`src/rtl/sid_pkg.sv`:
```
// Shared types, limits and saturation helpers for the SID audio output path.
package sid_pkg;

  typedef logic signed [15:0] sample16_t;
  typedef logic signed [18:0] sound19_t;

  localparam int S16_MAX = 32767;
  localparam int S16_MIN = -32768;

  // Callers sign-extend their value to 32 bits before calling either helper.
  function automatic sample16_t sat16(input logic signed [31:0] v);
    if (v > S16_MAX) begin
      return sample16_t'(S16_MAX);
    end else if (v < S16_MIN) begin
      return sample16_t'(S16_MIN);
    end else begin
      return v[15:0];
    end
  endfunction

  function automatic logic ovf16(input logic signed [31:0] v);
    return (v > S16_MAX) || (v < S16_MIN);
  endfunction

endpackage

```
`src/rtl/sid_pdm_mod.sv`:
```
// Clock divider plus first-order sigma-delta modulator producing a 1-bit PDM stream.
module sid_pdm_mod
  import sid_pkg::*;
#(
  parameter int PDM_DIV = 1
) (
  input  logic               clk,
  input  logic               rst,
  input  logic signed [15:0] sample_out,
  output logic               pdm_out
);

  localparam logic [7:0] DIV_TC = 8'(PDM_DIV - 1);

  logic [7:0]  cnt_q, cnt_d;
  logic        tick;
  logic [15:0] acc_q, acc_d;
  logic [15:0] u;
  logic [16:0] acc17;
  logic        pdm_q, pdm_d;

  assign tick  = (cnt_q == DIV_TC);
  assign cnt_d = tick ? 8'd0 : cnt_q + 8'd1;

  // Offset binary: -32768 maps to 0 (all zeros), 32767 maps to 65535.
  assign u     = sample_out ^ 16'h8000;
  assign acc17 = {1'b0, acc_q} + {1'b0, u};
  assign acc_d = tick ? acc17[15:0] : acc_q;
  assign pdm_d = tick ? acc17[16] : pdm_q;

  always_ff @(posedge clk) begin
    if (rst) begin
      cnt_q <= 8'd0;
      acc_q <= 16'd0;
      pdm_q <= 1'b0;
    end else begin
      cnt_q <= cnt_d;
      acc_q <= acc_d;
      pdm_q <= pdm_d;
    end
  end

  assign pdm_out = pdm_q;

endmodule

```
`src/rtl/sid_audio_out.sv`:
```
// SID output stage: shift/saturate to 16 bits, optional DC blocker, PDM output.
module sid_audio_out
  import sid_pkg::*;
#(
  parameter int SHIFT   = 3,
  parameter int DCB_EN  = 1,
  parameter int DCB_K   = 10,
  parameter int PDM_DIV = 1
) (
  input  logic               clk,
  input  logic               rst,
  input  logic signed [18:0] sound,
  input  logic               valid,
  output logic signed [15:0] sample_out,
  output logic               sample_valid,
  output logic               clip,
  output logic               pdm_out
);

  // Stage A: scale and first saturation
  logic signed [31:0] sound_ext;
  logic signed [31:0] xs;
  sample16_t          x_q, x_d;
  logic               clip_a_q, clip_a_d;
  logic               vld_a_q;

  assign sound_ext = {{13{sound[18]}}, sound};
  assign xs        = sound_ext >>> SHIFT;
  assign x_d       = valid ? sat16(xs) : x_q;
  assign clip_a_d  = valid ? ovf16(xs) : clip_a_q;

  // Stage B: DC blocker y = x - x_prev + y_prev - (y_prev >>> K), 20-bit wide
  sample16_t          x_prev_q, x_prev_d;
  sample16_t          y_prev_q, y_prev_d;
  sample16_t          y_leak;
  logic signed [19:0] x_e, xp_e, yp_e, yl_e, y_wide;
  logic signed [31:0] y_wide_ext;
  sample16_t          y_sat;
  logic               clip_b;

  assign y_leak     = y_prev_q >>> DCB_K;
  assign x_e        = {{4{x_q[15]}}, x_q};
  assign xp_e       = {{4{x_prev_q[15]}}, x_prev_q};
  assign yp_e       = {{4{y_prev_q[15]}}, y_prev_q};
  assign yl_e       = {{4{y_leak[15]}}, y_leak};
  assign y_wide     = x_e - xp_e + yp_e - yl_e;
  assign y_wide_ext = {{12{y_wide[19]}}, y_wide};
  assign y_sat      = sat16(y_wide_ext);
  assign clip_b     = (DCB_EN != 0) ? ovf16(y_wide_ext) : 1'b0;

  assign x_prev_d = vld_a_q ? x_q : x_prev_q;
  assign y_prev_d = vld_a_q ? y_sat : y_prev_q;

  sample16_t sample_q, sample_d;
  logic      sample_valid_q;
  logic      clip_q, clip_d;

  assign sample_d = vld_a_q ? ((DCB_EN != 0) ? y_sat : x_q) : sample_q;
  // clip is a pulse aligned with sample_valid, not a sticky flag.
  assign clip_d   = vld_a_q & (clip_a_q | clip_b);

  always_ff @(posedge clk) begin
    if (rst) begin
      x_q            <= '0;
      clip_a_q       <= 1'b0;
      vld_a_q        <= 1'b0;
      x_prev_q       <= '0;
      y_prev_q       <= '0;
      sample_q       <= '0;
      sample_valid_q <= 1'b0;
      clip_q         <= 1'b0;
    end else begin
      x_q            <= x_d;
      clip_a_q       <= clip_a_d;
      vld_a_q        <= valid;
      x_prev_q       <= x_prev_d;
      y_prev_q       <= y_prev_d;
      sample_q       <= sample_d;
      sample_valid_q <= vld_a_q;
      clip_q         <= clip_d;
    end
  end

  assign sample_out   = sample_q;
  assign sample_valid = sample_valid_q;
  assign clip         = clip_q;

  // Modulator sees the registered sample, so a same-cycle update lands on the next tick.
  sid_pdm_mod #(
    .PDM_DIV(PDM_DIV)
  ) u_pdm (
    .clk       (clk),
    .rst       (rst),
    .sample_out(sample_q),
    .pdm_out   (pdm_out)
  );

endmodule

```
`config.mk`:
```
export PLATFORM = sky130hd
export DESIGN_NAME = sid_audio_out
export DESIGN_NICKNAME = d
export VERILOG_FILES = /design/src/rtl/sid_pkg.sv /design/src/rtl/sid_pdm_mod.sv /design/src/rtl/sid_audio_out.sv
export SDC_FILE = /design/constraint.sdc
export NUM_CORES = 1
export LEC_CHECK = 0
export BUFFER_PORTS_ARGS = -buffer_cell sky130_fd_sc_hd__buf_2
export CORE_AREA = 3 3 116 118
export CTS_CLUSTER_SIZE = 10
export DETAILED_ROUTE_END_ITERATION = 10
export DIE_AREA = 0 0 119 121
export PLACE_DENSITY = 0.66
export SLEW_MARGIN = 20
export SYNTH_ARGS = -nofsm -noshare
export SYNTH_HDL_FRONTEND = slang
export SYNTH_HIERARCHICAL = 1
export SYNTH_SLANG_ARGS = --single-unit
export TNS_END_PERCENT = 10
```
`constraint.sdc`:
```
create_clock -name clk -period 4.5 [get_ports clk]
set_input_delay 0.225 -clock clk [delete_from_list [all_inputs] [get_ports clk]]
set_output_delay 0.225 -clock clk [all_outputs]
set_load 0.01 [all_outputs]
```
### Yosys cells after proc, flatten, opt, wreduce, memory -nomap -nowiden

Index checks and enable logic that the tools add are counted.

| cells by class | value |
|---|---|
| reductions and logical operators | 4 |
| multiplexer cells | 4 |
| order comparisons | 4 |
| shift operators | 0 |
| bitwise operators | 3 |
| multipliers | 0 |
| add/sub/neg operators | 5 |
| divide/modulo/power cells | 0 |
| eq/ne operators | 0 |

Operators by type and width:

| cell | number |
|---|---|
| 16-bit 2-to-1 mux | 4 |
| 19-bit by 16-bit > comparator with 1-bit output (second input constant) | 1 |
| 19-bit by 16-bit less-than comparator with 1-bit output (second input constant) | 1 |
| 18-bit by 6-bit subtractor with 19-bit output | 1 |
| 17-bit by 16-bit adder with 18-bit output | 1 |
| 16-bit by 16-bit adder with 17-bit output | 1 |
| 16-bit by 16-bit subtractor with 17-bit output | 1 |
| 16-bit > comparator (second input constant) | 1 |
| 16-bit less-than comparator (second input constant) | 1 |
| 8-bit by 1-bit adder with 8-bit output (second input constant) | 1 |
| 8-bit logical NOT | 1 |
| 1-bit logical OR | 2 |
| 2-bit OR reduction | 1 |
| 1-bit bitwise AND | 1 |
| 1-bit NOT | 1 |
| 1-bit bitwise OR | 1 |

| storage, ports and cells | value |
|---|---|
| word-level logic and storage cells | 30 |
| flip-flop bits (word level) | 77 |
| latch bits | 0 |
| bits in writable memories | 0 |
| memories | 0 |
| memory bits (read-only) | 0 |
| output and inout bits | 19 |

### Depth between registers and ports, before layout

Gate-level depths: netlist of run 1.

| logic depth | value |
|---|---|
| depth after elaboration | 7 |
| depth in mapped cells | 17 |
| depth with buffers taken out | 16 |

### Cells and area by module

The synthesis of run 1 kept the hierarchy.

Modules (own cells, without submodules):

| module | area each (um2) | sequential area each (um2) | cells an instance | times used |
|---|---|---|---|---|
| sid_audio_out | 3,804.9 | 1,041.0 | 411 | 1 |
| sid_pdm_mod | 1,769.2 | 500.5 | 215 | 1 |

### Least setup slack after synthesis of run 1

No wires, ideal clock.

| timing | value |
|---|---|
| path type | flip-flop to flip-flop |
| start | register y_prev_q[15] |
| end | register y_prev_q[13] |
| cell stages (with the launch flop) | 17 |
| period minus slack after synthesis | 4,356 ps |
| data required time | 4,409 ps |
| arrival time | 4,265 ps |
| path slack | 144 ps |
| library setup time | 91 ps |
| cells stage by stage | dfxtp_1 > inv_1 > fa_1 > inv_1 > fa_1 > inv_1 > ha_1 > clkbuf_1 > a21oi_1 > o21ai_0 > nor3_1 > nand3_1 > and4bb_2 > o311ai_4 > buf_6 > nand3_1 > a311oi_1 |

| on the way | value |
|---|---|
| longest elaborated chain between the ends | 5 |

Ends and longest elaborated chain:

| what | line | source |
|---|---|---|
| start: declaration | sid_audio_out.sv:34 | `sample16_t y_prev_q, y_prev_d;` |
| start signal: assignment | sid_audio_out.sv:77 | `y_prev_q <= y_prev_d;` |
| 17-bit by 16-bit adder with 18-bit output | sid_audio_out.sv:46 | `assign y_wide = x_e - xp_e + yp_e - yl_e;` |
| 18-bit by 6-bit subtractor with 19-bit output * | sid_audio_out.sv:46 |  |
| 19-bit by 16-bit less-than comparator with 1-bit output | sid_pkg.sv:14 | `end else if (v < S16_MIN) begin` |
| 16-bit 2-to-1 mux | sid_pkg.sv:14 |  |
| 16-bit 2-to-1 mux * | sid_pkg.sv:12 | `if (v > S16_MAX) begin` |

Mark *: on every way between the ends. The rest lies on a longest branch, timed or not.
A chain may end at the register's enable or synchronous reset.

### Worst setup path in the final report of run 1

| timing | value |
|---|---|
| start | register x_q[4] |
| end | register y_prev_q[12] |

| on the way | value |
|---|---|
| longest elaborated chain between the ends | 6 |

Ends and longest elaborated chain:

| what | line | source |
|---|---|---|
| start: declaration | sid_audio_out.sv:23 | `sample16_t x_q, x_d;` |
| start signal: assignment | sid_audio_out.sv:64 | `x_q <= '0;` |
| start signal: assignment | sid_audio_out.sv:73 | `x_q <= x_d;` |
| 16-bit by 16-bit subtractor with 17-bit output * | sid_audio_out.sv:46 |  |
| 17-bit by 16-bit adder with 18-bit output * | sid_audio_out.sv:46 |  |
| 18-bit by 6-bit subtractor with 19-bit output * | sid_audio_out.sv:46 |  |
| 19-bit by 16-bit less-than comparator with 1-bit output | sid_pkg.sv:14 |  |
| 16-bit 2-to-1 mux | sid_pkg.sv:14 |  |
| 16-bit 2-to-1 mux * | sid_pkg.sv:12 |  |

Marked as above.

==> impl_metrics.json, run 1 <==
{
  "dp_hpwl_mm": 9.75,
  "slew_headroom_pct": 46.1,
  "synth_top_family_by_area": "adder cells",
  "grt_max_degree": 69,
  "critPathLaunchType": "flop",
  "cap_violations": 0,
  "cp_max_fo": 8,
  "fill_cells": 1213,
  "period_minus_slack_ns": 4.25,
  "synth.net_count": 718,
  "period_share_pct": 94.5,
  "rsz0062_at_grt": "no",
  "synth_compound_area_share_pct": 19.5,
  "area_delta_synth_final_pct": 13.2,
  "synthArstFlopShare_pct": 0,
  "drive_gt1_share_pct": 13.5,
  "drt_pass1_iterations": 4,
  "die-area_um2": 14400,
  "finalPower_uw": 5070,
  "holdWs_ns": 0.110,
  "cts_max_level": 3,
  "cp.arrival_ns": 4.50,
  "ant_nets": 0,
  "drtIter0Drc": 298,
  "cts.clk_slew.worst_paths_ns": 0.07,
  "endpoint": "y_prev_q[12]",
  "outcome": "finished, final reports clean",
  "worst_pin_slew_ns": 0.807,
  "cts.sinks": 77,
  "drc": 0,
  "io-pin-count": 41,
  "seq_area_frac_synth_pct": 27.7,
  "tns_ns": 0,
  "peakVddDrop_mv": 0.654,
  "setup_viol": 0,
  "critPathKind": "flop to flop",
  "fin_worst_skew_ns": 0.00953,
  "ys_types": 70,
  "fmax_mhz": 235,
  "syn_avg_cell_area_um2": 8.90,
  "ys_warn_count": 6,
  "place_congestion": 0.868,
  "placed_cell_area_um2": 5920,
  "core_um2": 12600,
  "multi_input_area_um2": 3640,
  "fin_area_um2": 6310,
  "ys_ff_latch": 77,
  "r2r-start": "x_q[4]",
  "grt.total_usage_pct": 19.0,
  "fin_util_pct": 50.2,
  "p_leak_uw": 0.00279,
  "synth_flop_cell": "dfxtp_1",
  "port_buffers": 37,
  "n_antenna_cell": 0,
  "numCtsBuffers": 9,
  "grt_pass1_vias": 4583,
  "synth_xor_area_share_pct": 3.30,
  "hold_viol": 0,
  "clockBufferDepth": 2,
  "routedWlPerCell_um": 16.1,
  "insertion_delay_ns": 0.35,
  "maxSlewViolCount": 0,
  "seqCellArea_um2": 1540,
  "startpoint": "x_q[4]",
  "p_per_area_nw_per_um2": 804,
  "synth_edf_count": 0,
  "drt-total-wl_mm": 13.5,
  "grt_pass1_wl_mm": 22.0,
  "row_count": 41,
  "fin_nets": 754,
  "r2r_cells": 14,
  "fp.dieW_um": 119,
  "vias_per_cell": 5.53,
  "vias": 4640,
  "crit_required_ns": 4.75,
  "fp.dieH_um": 121,
  "synth.area.mux_share_pct": 6.49,
  "cts_root_buf": "clkbuf_16",
  "syn_area_um2": 5570,
  "r2r_slack_ns": 0.25,
  "crit-reg2reg-capture": "y_prev_q[12]",
  "initial_core_util_pct": 44.4,
  "hp-class": "input pin to flop",
  "globalRoute.totalOverflow": 0,
  "worstSetupEndpointType": "flop",
  "cts_tree": "built",
  "syn_inst": 626,
  "antenna_found_initial": 0,
  "synthSimpleGateAreaFrac_pct": 15.6,
  "synth_fa_ha_area_share_pct": 20.2
}
## layout by cell type, fill, tap and decap left out, types with 13 or more instances in the layout
| cell type | count |
|---|---|
| o21ai_0 | 20 |
| nor2_1 | 78 |
| mux2i_1 | 35 |
| dfxtp_1 | 76 |
| ha_1 | 37 |
| nand3_1 | 27 |
| xnor2_1 | 15 |
| a311oi_1 | 14 |
| inv_1 | 76 |
| a21oi_1 | 28 |
| buf_2 | 37 |
| fa_1 | 33 |
| nand2_1 | 25 |
| o21a_1 | 13 |
## how the worst min path moves through the flow
stage / from / cells after the start / slack [ns] / endpoint
floorplan: sound[3] / 2 / 0.37 / x_q[0]
global placement: clip_a_q / 2 / 0.44 / clip_a_q
detailed placement: clip_a_q / 2 / 0.45 / clip_a_q
CTS: sound[18] / 3 / 0.1 / x_q[15]
global route: sound[13] / 3 / 0.12 / x_q[10]
finish: sound[18] / 3 / 0.11 / x_q[15]
## synthesized netlist by cell type (all sizes together) (5+ instances only)
master  instances  area (um^2)
mux2i          35          350
a21o            8         60.1
buf             7         52.5
ha             37          463
clkbuf         18         67.6
xor2            6         52.6
xnor2          15          131
inv            77          289
nand2          25         93.8
o21ai          22          110
nor3            9         50.1
fa             33          661
a21oi          28          140
o211ai          5         37.5
or3             6         37.5
dfxtp          77         1540
and3            8         50.1
nor2           78          293
o21a           13         97.6
nand3          28          145
a211oi          6         50.1
a311oi         16          146
## critical path, cell delays in order (launching register included)
cell and delay [ns]:
dfxtp_1 0.37, inv_1 0.07, fa_1 0.50, fa_1 0.53, inv_1 0.05, ha_1 0.38
a2111oi_4 0.38, a21bo_2 0.28, a31oi_2 0.24, nor2_1 0.08, a211o_2 0.33, o311ai_4 0.38
buf_6 0.20, nand3_1 0.08, a311oi_1 0.30
## metrics by stage
step / std cells / worst slack, ns
3_3_place_gp: 819 / 0.326
6_report: 839 / 0.246
2_1_floorplan: 626 / 0.144
5_1_grt: 839 / 0.0292
3_5_place_dp: 819 / 0.215
4_1_cts: 835 / 0.143
## report_power, final
| group | switching (uW) | internal [uW] | total, uW |
|---|---|---|---|
| logic | 1960 | 1440 | 3400 |
| registers | 94.3 | 787 | 881 |
| clock network | 303 | 488 | 791 |
## kinds of logic after synthesis
| group | Yosys count |
|---|---|
| and+or+nand+nor | 181 |
| adders and majority gates | 70 |
| DFF | 77 |
| muxes | 36 |
| AOI/OAI and AO/OA | 139 |
| buffers and inverters | 102 |
| xor gates and xnor gates | 21 |
## sequential cells by signal, summed over array words and instances, names as in the netlist
signal         count
sample_valid       1
u_pdm/acc_q       16
clip_a_q           1
clip               1
x_q               16
u_pdm/pdm_out      1
u_pdm/cnt_q        8
x_prev_q          16
vld_a_q            1
y_prev_q          16
## area by class of cell
type / instances / area share (%)
Clock inverter: 5 / 1.35
Clock buffer: 11 / 3.69
Timing Repair Buffer: 50 / 4.92
Sequential cell: 77 / 24.4
Inverter: 77 / 4.58
Multi-Input combinational cell: 447 / 57.6
Tap cell: 172 / 3.41
## metal layers
layer	vias to the layer above	part of all wire, %	global-route usage (%)
li1	2276	-	-
met1	2257	43	23.1
met2	84	50	32.9
met3	23	4.2	4.06
met4	0	2.8	7.60
met5	-	0	0
## timing repair
action,CTS,global route
setup endpoints to repair,0,15
setup buffers,0,1
hold buffers,0,0
gates resized for setup,0,11
(Power assumes the default switching activity.)
==> inputs of run 2 (changes only) <==
- SETUP_SLACK_MARGIN: unset -> 0.5
==> run 2 against run 1 <==
Register-to-register slack gained 0.17 ns. First-iteration DRC count shrank 28%. Routed wire length shrank 0.20%. Worst setup slack gained 0.17 ns. Clock skew shrank 0.00067 ns. Non-clock buffer count grew 10. Critical path depth grew 4. Die area is the same. Cell count grew 1.1%. Worst hold slack gained 0.0092 ns. Count of clock-buffer cells in the layout is the same. Sequential power grew 2%. Critical path type unchanged.
==> impl_metrics.json, run 2 (synthesis gave the netlist of run 1 again) <==
{
  "outcome": "finished, final reports clean",
  "period_share_pct": 90.9,
  "place_inst": 818,
  "vias_per_cell": 5.55,
  "fp.dieW_um": 119,
  "crit-reg2reg-capture": "y_prev_q[8]",
  "grt_pass1_wl_mm": 22.2,
  "grt_max_degree": 51,
  "slowest_stage": "fa_2",
  "p_leak_uw": 0.00288,
  "r2r_slack_ns": 0.41,
  "drc": 0,
  "grt_pass1_vias": 4691,
  "r2r_cells": 18,
  "routedWlPerCell_um": 15.9,
  "grt.total_usage_pct": 19.0,
  "critPathLaunchType": "flop",
  "die-area_um2": 14400,
  "swShare_pct": 45.0,
  "globalRoute.totalOverflow": 0,
  "clockBufferDepth": 2,
  "drt_pass1_iterations": 5,
  "cp.arrival_ns": 4.34,
  "cts_max_level": 3,
  "worstSetupEndpointType": "flop",
  "cts_root_buf": "clkbuf_16",
  "maxSlewViolCount": 0,
  "fin_nets": 764,
  "hp-class": "input pin to flop",
  "critPathKind": "flop to flop",
  "worst_pin_slew_ns": 1.11,
  "hold_start": "sound[10]",
  "power_frac_comb_pct": 70.3,
  "n_antenna_cell": 0,
  "crit_required_ns": 4.75,
  "fmax_mhz": 245,
  "drtIter0Drc": 214,
  "power.switching_uw": 2550,
  "antenna_found_initial": 0,
  "cp_cell_sequence": "inv_4, fa_2, inv_2, fa_2, inv_2, ha_4, inv_2, fa_2, nor2b_4, o31ai_4, a21o_1, a211oi_2, and4bb_4, o311ai_4, buf_6, buf_16, nand3_2, a311oi_1",
  "fin_worst_skew_ns": 0.00886,
  "insertion_delay_ns": 0.35,
  "vias": 4705,
  "numCtsBuffers": 9,
  "initial_core_util_pct": 44.4,
  "fp.dieH_um": 121,
  "slew_headroom_pct": 25.8,
  "min_path_cells": 3,
  "tns_ns": 0,
  "hold_viol": 0,
  "fin_cells": 848,
  "core_um2": 12600,
  "cts.sinks": 77,
  "area_delta_synth_final_pct": 18.1,
  "path_buf_inv": 6,
  "cap_violations": 0,
  "ant_nets": 0,
  "fin_util_pct": 52.4,
  "final_common_cell": "nor2_1",
  "holdBufCountCts": 0,
  "slowest_delay_ns": 0.60,
  "drt-total-wl_mm": 13.5,
  "whs_endpoint": "x_q[7]",
  "p_per_area_nw_per_um2": 860,
  "final_cell_mix": "nor2_1 (78), inv_1 (72), dfxtp_1 (72)",
  "row_count": 41,
  "dp_hpwl_mm": 9.66,
  "period_minus_slack_ns": 4.09,
  "place_congestion": 0.876,
  "rsz0062_at_grt": "yes",
  "seqPwrFrac_pct": 15.8,
  "drive_gt1_share_pct": 19.4,
  "crit_family": "adder cells",
  "r2r-start": "y_prev_q[10]",
  "cts.clk_slew.worst_paths_ns": 0.06,
  "cts_tree": "built",
  "fill_cells": 1157,
  "setup_viol": 0,
  "peakVddDrop_mv": 0.803,
  "fin_area_um2": 6580,
  "cp_max_fo": 8,
  "io-pin-count": 41,
  "port_buffers": 37,
  "p_int_uw": 3110,
  "placed_cell_area_um2": 5940,
  "clkPwrFrac_pct": 13.9
}
-- run 2: how the worst max path moves through the flow --
stage,from,end,slack (ns),depth (start not counted)
floorplan,y_prev_q[14],y_prev_q[13],0.52,13
global placement,y_prev_q[10],y_prev_q[10],0.38,17
detailed placement,y_prev_q[10],y_prev_q[14],0.19,17
CTS,x_prev_q[0],y_prev_q[14],0.40,18
global route,y_prev_q[10],y_prev_q[8],0.27,18
finish,y_prev_q[10],y_prev_q[8],0.41,18
-- run 2: layout make-up --
type	instances	area, um^2	share of cell area (%)
well taps	172	215	3.27
multi-input cells	447	3800	57.8
repair buffers	60	407	6.18
flip-flops and latches	77	1550	23.6
inverters	77	292	4.43
clock buffers	11	243	3.69
clock inverters	4	71.3	1.08
-- run 2: repair_timing --
| item | 4_1_cts | 5_1_grt |
|---|---|---|
| setup buffers | 7 | 7 |
| pin swaps | 6 | 22 |
| resized for setup | 16 | 31 |
| setup endpoints to repair | 16 | 16 |
| cloned | 1 | 0 |
-- run 2: power by group through the flow --
stage               Clock (uW)  Sequential (uW)  Combinational (uW)
floorplan                    0              903                2630
global placement             0              910                3220
detailed placement           0              915                3280
CTS                        801              896                3630
global route               826              913                4350
finish                     786              896                3980
-- run 2: worst register-to-register path, cell delays in order, from the launching register on --
cell and delay [ns]:
dfxtp_2 0.35, inv_4 0.04, fa_2 0.60, inv_2 0.05
fa_2 0.44, inv_2 0.08, ha_4 0.14, inv_2 0.04
fa_2 0.38, nor2b_4 0.16, o31ai_4 0.09, a21o_1 0.22
a211oi_2 0.25, and4bb_4 0.29, o311ai_4 0.22, buf_6 0.17
buf_16 0.13, nand3_2 0.07, a311oi_1 0.27
-- run 2: per-layer routing --
metal	up-vias	GRT usage, %	routed length (um)
li1	2286	-	-
met1	2297	22.5	5760
met2	104	33.9	6860
met3	18	4.15	540
met4	0	6.81	293
met5	-	0	0
-- run 2: per-stage QoR --
| step | worst slack (ns) | hold WS [ns] | total power [uW] |
|---|---|---|---|
| floorplan | 0.516 | 0.373 | 3530 |
| global placement | 0.383 | 0.434 | 4130 |
| detailed placement | 0.195 | 0.449 | 4200 |
| CTS | 0.404 | 0.111 | 5330 |
| global route | 0.269 | 0.127 | 6090 |
| finish | 0.411 | 0.119 | 5660 |
